`src/rtl/seq_detect_prog.sv`:
```
// Programmable serial bit-pattern detector with runtime-loaded pattern/length,
// overlapping or restart-after-match modes, and a saturating match counter.
module seq_detect_prog #(
   parameter int                 MAX_LEN     = 8,
   parameter int                 LEN_W       = 4,
   parameter int                 CNT_W       = 8,
   parameter logic [MAX_LEN-1:0] DEF_PATTERN = MAX_LEN'(8'h0B),
   parameter int                 DEF_LEN     = 4,
   parameter bit                 DEF_OVERLAP = 1'b1
) (
   input  logic               clk,
   input  logic               reset,
   input  logic               cfg_load,
   input  logic [MAX_LEN-1:0] cfg_pattern,
   input  logic [LEN_W-1:0]   cfg_len,
   input  logic               cfg_overlap,
   input  logic               in_valid,
   input  logic               in_bit,
   input  logic               cnt_clr,
   output logic               seq_seen,
   output logic [CNT_W-1:0]   match_count,
   output logic               cnt_sat,
   output logic               cfg_err
);

   logic [MAX_LEN-1:0] pattern_q, pattern_d;
   logic [MAX_LEN-1:0] hist_q, hist_d;
   logic [LEN_W-1:0]   len_q, len_d;
   logic [LEN_W-1:0]   fill_q, fill_d;
   logic               overlap_q, overlap_d;
   logic               seen_q, seen_d;
   logic [CNT_W-1:0]   count_q, count_d;

   logic [MAX_LEN-1:0] nh;
   logic [MAX_LEN-1:0] mask;
   logic [LEN_W-1:0]   nf;
   logic               len_bad;
   logic               match;

   assign len_bad = (len_q == '0) || (len_q > LEN_W'(MAX_LEN));

   // Only the newest len bits take part in the compare; the mask selects them.
   always_comb begin
      mask = '0;
      for (int i = 0; i < MAX_LEN; i++) begin
         mask[i] = (LEN_W'(i) < len_q);
      end
      nh    = {hist_q[MAX_LEN-2:0], in_bit};
      nf    = (fill_q >= LEN_W'(MAX_LEN)) ? fill_q : fill_q + LEN_W'(1);
      match = in_valid && !cfg_load && !len_bad && (nf >= len_q) &&
              ((nh & mask) == (pattern_q & mask));
   end

   always_comb begin
      pattern_d = pattern_q;
      len_d     = len_q;
      overlap_d = overlap_q;
      hist_d    = hist_q;
      fill_d    = fill_q;
      count_d   = count_q;
      seen_d    = 1'b0;
      if (cfg_load) begin
         pattern_d = cfg_pattern;
         len_d     = cfg_len;
         overlap_d = cfg_overlap;
         hist_d    = '0;
         fill_d    = '0;
         count_d   = '0;
      end else begin
         if (in_valid) begin
            hist_d = nh;
            fill_d = (match && !overlap_q) ? '0 : nf;
            seen_d = match;
         end
         // A clear in the same cycle as a match still wins; the pulse is kept.
         if (cnt_clr) begin
            count_d = '0;
         end else if (match && !(&count_q)) begin
            count_d = count_q + CNT_W'(1);
         end
      end
   end

   always_ff @(posedge clk) begin
      if (reset) begin
         pattern_q <= DEF_PATTERN;
         len_q     <= LEN_W'(DEF_LEN);
         overlap_q <= DEF_OVERLAP;
         hist_q    <= '0;
         fill_q    <= '0;
         count_q   <= '0;
         seen_q    <= 1'b0;
      end else begin
         pattern_q <= pattern_d;
         len_q     <= len_d;
         overlap_q <= overlap_d;
         hist_q    <= hist_d;
         fill_q    <= fill_d;
         count_q   <= count_d;
         seen_q    <= seen_d;
      end
   end

   assign seq_seen    = seen_q;
   assign match_count = count_q;
   assign cnt_sat     = &count_q;
   assign cfg_err     = len_bad;

endmodule

```
`config.mk`:
```
export PLATFORM = sky130hd
export DESIGN_NAME = seq_detect_prog
export DESIGN_NICKNAME = d
export VERILOG_FILES = /design/src/rtl/seq_detect_prog.sv
export SDC_FILE = /design/constraint.sdc
export NUM_CORES = 1
export LEC_CHECK = 0
export BUFFER_PORTS_ARGS = -buffer_cell sky130_fd_sc_hd__buf_2
export CAP_MARGIN = 30
export CORE_MARGIN = 4
export CORE_UTILIZATION = 49
export CTS_CLUSTER_DIAMETER = 150
export CTS_CLUSTER_SIZE = 30
export DETAILED_ROUTE_END_ITERATION = 8
export PLACE_DENSITY = 0.74
export SLEW_MARGIN = 20
export SYNTH_ARGS = -nofsm -noshare
export SYNTH_HDL_FRONTEND = slang
export SYNTH_SLANG_ARGS = --single-unit
```
`constraint.sdc`:
```
create_clock -name clk -period 2.3 [get_ports clk]
set_input_delay 0.345 -clock clk [delete_from_list [all_inputs] [get_ports clk]]
set_output_delay 0.345 -clock clk [all_outputs]
set_load 0.03 [all_outputs]
```
==> results_dict.tcl <==
set metrics [dict create \
    min_period_over_period_pct 109 \
    maxCapViolCount 0 \
    pwr_density_cell_nw_per_um2 497 \
    chipWidth_um 67.0 \
    clock-sinks 33 \
    post-route-util_pct 63.4 \
    switching_share_pct 27.2 \
    pin_count 30 \
    rows 21 \
    cp.arrival_ns 2.74 \
    critPathBufInv 3 \
    synth_top_family_by_area "simple AND/OR/NAND/NOR gates" \
    grt_start_max_net_pins 18 \
    path_delay_family "compound AO/OA/AOI/OAI gates" \
    synth.distinct_cells 39 \
    grt_pass1_vias 1299 \
    setup_viol 11 \
    crit_required_ns 2.53 \
    clock-root-buffer "clkbuf_4" \
    p_int_uw 767 \
    max-slew-margin-rel_pct 68.2 \
    start_kind "flop" \
    final_hold_viol_count 0 \
    routed_wl_mm 3.58 \
    total_power_uw 1050 \
    synth.avg_cell_area_um2 9.16 \
    crit_slowest_cell "dfxtp_2" \
    netlist_area_um2 1700 \
    critical_path_class "flop to flop" \
    cp-end-kind "flop" \
    synth_mux_area_share_pct 12.4 \
    overflow 0 \
    diodes 0 \
    fin_nets 255 \
    antenna_found_initial 0 \
    max_freq_mhz 399 \
    initial_core_util_pct 51.1 \
    hpwl_mm 2.59 \
    core_area_um2 3340 \
    finalMaxSlewViolations 0 \
    cp_max_fo 5 \
    nFillCells 309 \
    hp-class "primary input to flop" \
    total_leakage_power_uw 0.000901 \
    cp_slowest_stage_delay_ns 0.36 \
    switchingPower_uw 286 \
    worst_slew_pin_slew_ns 0.470 \
    clockPowerShare_pct 30.1 \
    path_clk_slew_ns 0.10 \
    power_frac_comb_pct 12.9 \
    place_ws_ns -0.199 \
    synth_compound_area_share_pct 12.8 \
    worst_slack_ns -0.207 \
    dieArea_um2 4490 \
    drt-wirelength-per-cell_um 13.0 \
    ys_warn_count 0 \
    grt_first_pass_wirelength_mm 5.66 \
    status "finished with violations" \
    crit_cells 11 \
    rsz0062_at_grt "yes" \
    finClkSkew_ns 0.00782 \
    fin_crit_ns 2.51 \
    clock_latency_ns 0.34 \
    instances_no_fill 276 \
    synthAdderAreaFrac_pct 5.14 \
    synth-xor-area-share_pct 5.65 \
    power_frac_seq_pct 57.0 \
    syn_nets 212 \
    drtPass1Iterations 4 \
    drt_iter0_drc 87 \
    timing.hold.ws_ns 0.207 \
    cts_tree "done" \
    via_per_inst 5.25 \
    r2r_cells 11 \
    synth_seq_cells 33 \
    clock_path_buffers 2 \
    htreeDepth 2 \
    portBuffers 29 \
    cts_inserted_buffers 5 \
    die_h_um 67.0 \
    drive_gt1_share_pct 36.1 \
    path_cells "inv_2, ha_4, mux2_4, ha_4, o21ai_2, a221oi_2, nand4_2, buf_4, buf_4, o41ai_2, a21oi_2" \
    place_inst 264 \
    synth.yosys.seq_area_share_pct 38.8 \
    drc 0 \
    violations "setup timing" \
    ir_drop_v 0.000451 \
    synthToLayoutAreaGrowth_pct 24.2 \
    syn_inst 186 \
    place_congestion 0.776 \
    ant_nets 0 \
    min_path_cells 3 \
    grt.total_usage_pct 17.2 \
    via_count 1450 \
    yosys.area_share.simple_pct 18.1 \
]
[repair_timing]
| action | CTS | global route |
|---|---|---|
| gates resized for setup | 2 | 10 |
| hold buffers | 0 | 0 |
| gates cloned | 0 | 1 |
| pin swaps | 1 | 7 |
| endpoints found under the setup margin | 6 | 12 |
| buffers inserted | 3 | 0 |
[kinds of logic after synthesis]
family                   after synthesis
AND/OR/NAND/NOR                       61
flip-flops                            33
AO/OA/AOI/OAI                         32
buffers and inverters                 21
multiplexers                          21
XOR/XNOR                              11
adder cells (fa/ha/maj)                7
[synth_stat cells (all sizes together)]
cell type	n	area, um2
inv	10	37.5
nor2b	1	6.26
nor3	5	30.0
and3	1	6.26
clkbuf	6	32.5
or3	2	15.0
nand3	6	30.0
nor2	24	90.1
nand2	11	41.3
or2	1	6.26
or4	5	37.5
nand4	2	18.8
o21ai	6	30.0
and4	1	10.0
a211oi	1	7.51
o22ai	1	6.26
o41ai	5	43.8
o311ai	1	8.76
a2111oi	1	15.0
o31ai	2	15.0
o211ai	1	7.51
a31o	1	8.76
mux2	1	11.3
dfxtp	33	661
or2b	1	8.76
a221oi	1	8.76
mux2i	20	200
clkdlybuf4s25	1	10.0
xor2	3	26.3
a21oi	10	50.1
ha	7	87.6
buf	4	41.3
nand3b	1	7.51
o32ai	2	17.5
xnor2	8	70.1
[layer usage]
metal  vias up  GRT usage (%)  wire, um
met5         -              0         0
met4         0           7.59        72
met3         8           5.73       188
met2        32           28.7      1770
met1       660           19.8      1550
li1        750              -         -
[final cells by class]
| class | instances | area (um2) | area share (%) |
|---|---|---|---|
| repair buffers | 47 | 284 | 13.4 |
| inverters | 10 | 37.5 | 1.77 |
| clock inverters | 3 | 16.3 | 0.768 |
| well taps | 46 | 57.6 | 2.72 |
| clock buffers | 5 | 37.5 | 1.77 |
| flip-flops and latches | 33 | 666 | 31.4 |
| multi-input cells | 132 | 1020 | 48.1 |
[per-stage QoR]
step / area, um2 / setup TNS, ns
6_report: 2120 / -1.15
3_3_place_gp: 1990 / -0.763
3_5_place_dp: 1990 / -0.964
2_1_floorplan: 1760 / -0.0263
4_1_cts: 2070 / -0.756
5_1_grt: 2120 / -2.51
[cell usage in the layout, fill, tap and decap left out, drive strengths merged, types with 2 or more instances in the layout]
cell    count
a21oi      10
buf        47
clkbuf      5
clkinv      2
dfxtp      33
ha          7
inv        11
mux2i      20
nand2      11
nand3       6
nand4       2
nor2       24
nor3        5
o21ai       6
o31ai       2
o32ai       2
o41ai       5
or3         2
or4         5
xnor2       8
xor2        3
[flip-flops by register name (all words and copies together) (netlist names)]
name / count
match_count: 8
len_q: 4
hist_q: 7
overlap_q: 1
fill_q: 4
seq_seen: 1
pattern_q: 8
[power groups by stage]
stage / registers [uW] / clock network [uW] / logic [uW]
3_5_place_dp: 614 / 0 / 135
6_report: 601 / 317 / 135
5_1_grt: 603 / 350 / 152
4_1_cts: 601 / 328 / 136
2_1_floorplan: 612 / 0 / 96.5
3_3_place_gp: 614 / 0 / 132
[worst register-to-register path, delay by kind of cell, from the launching register on]
family                     cells  cell delay (ns)
adders and majority gates      2             0.49
muxes                          1             0.28
DFF                            1             0.36
AOI/OAI and AO/OA              4             0.74
and+or+nand+nor                1             0.15
buffers and inverters          3             0.38
[worst paths after layout]
| kind | start | end | slack (ns) |
|---|---|---|---|
| min | cfg_pattern[1] | pattern_q[1] | 0.21 |
| max | fill_q[1] | match_count[7] | -0.21 |
| max reg2reg | fill_q[1] | match_count[7] | -0.21 |
| min reg2reg | match_count[6] | match_count[6] | 0.50 |
Note: power is estimated with default switching activity, not from simulation.
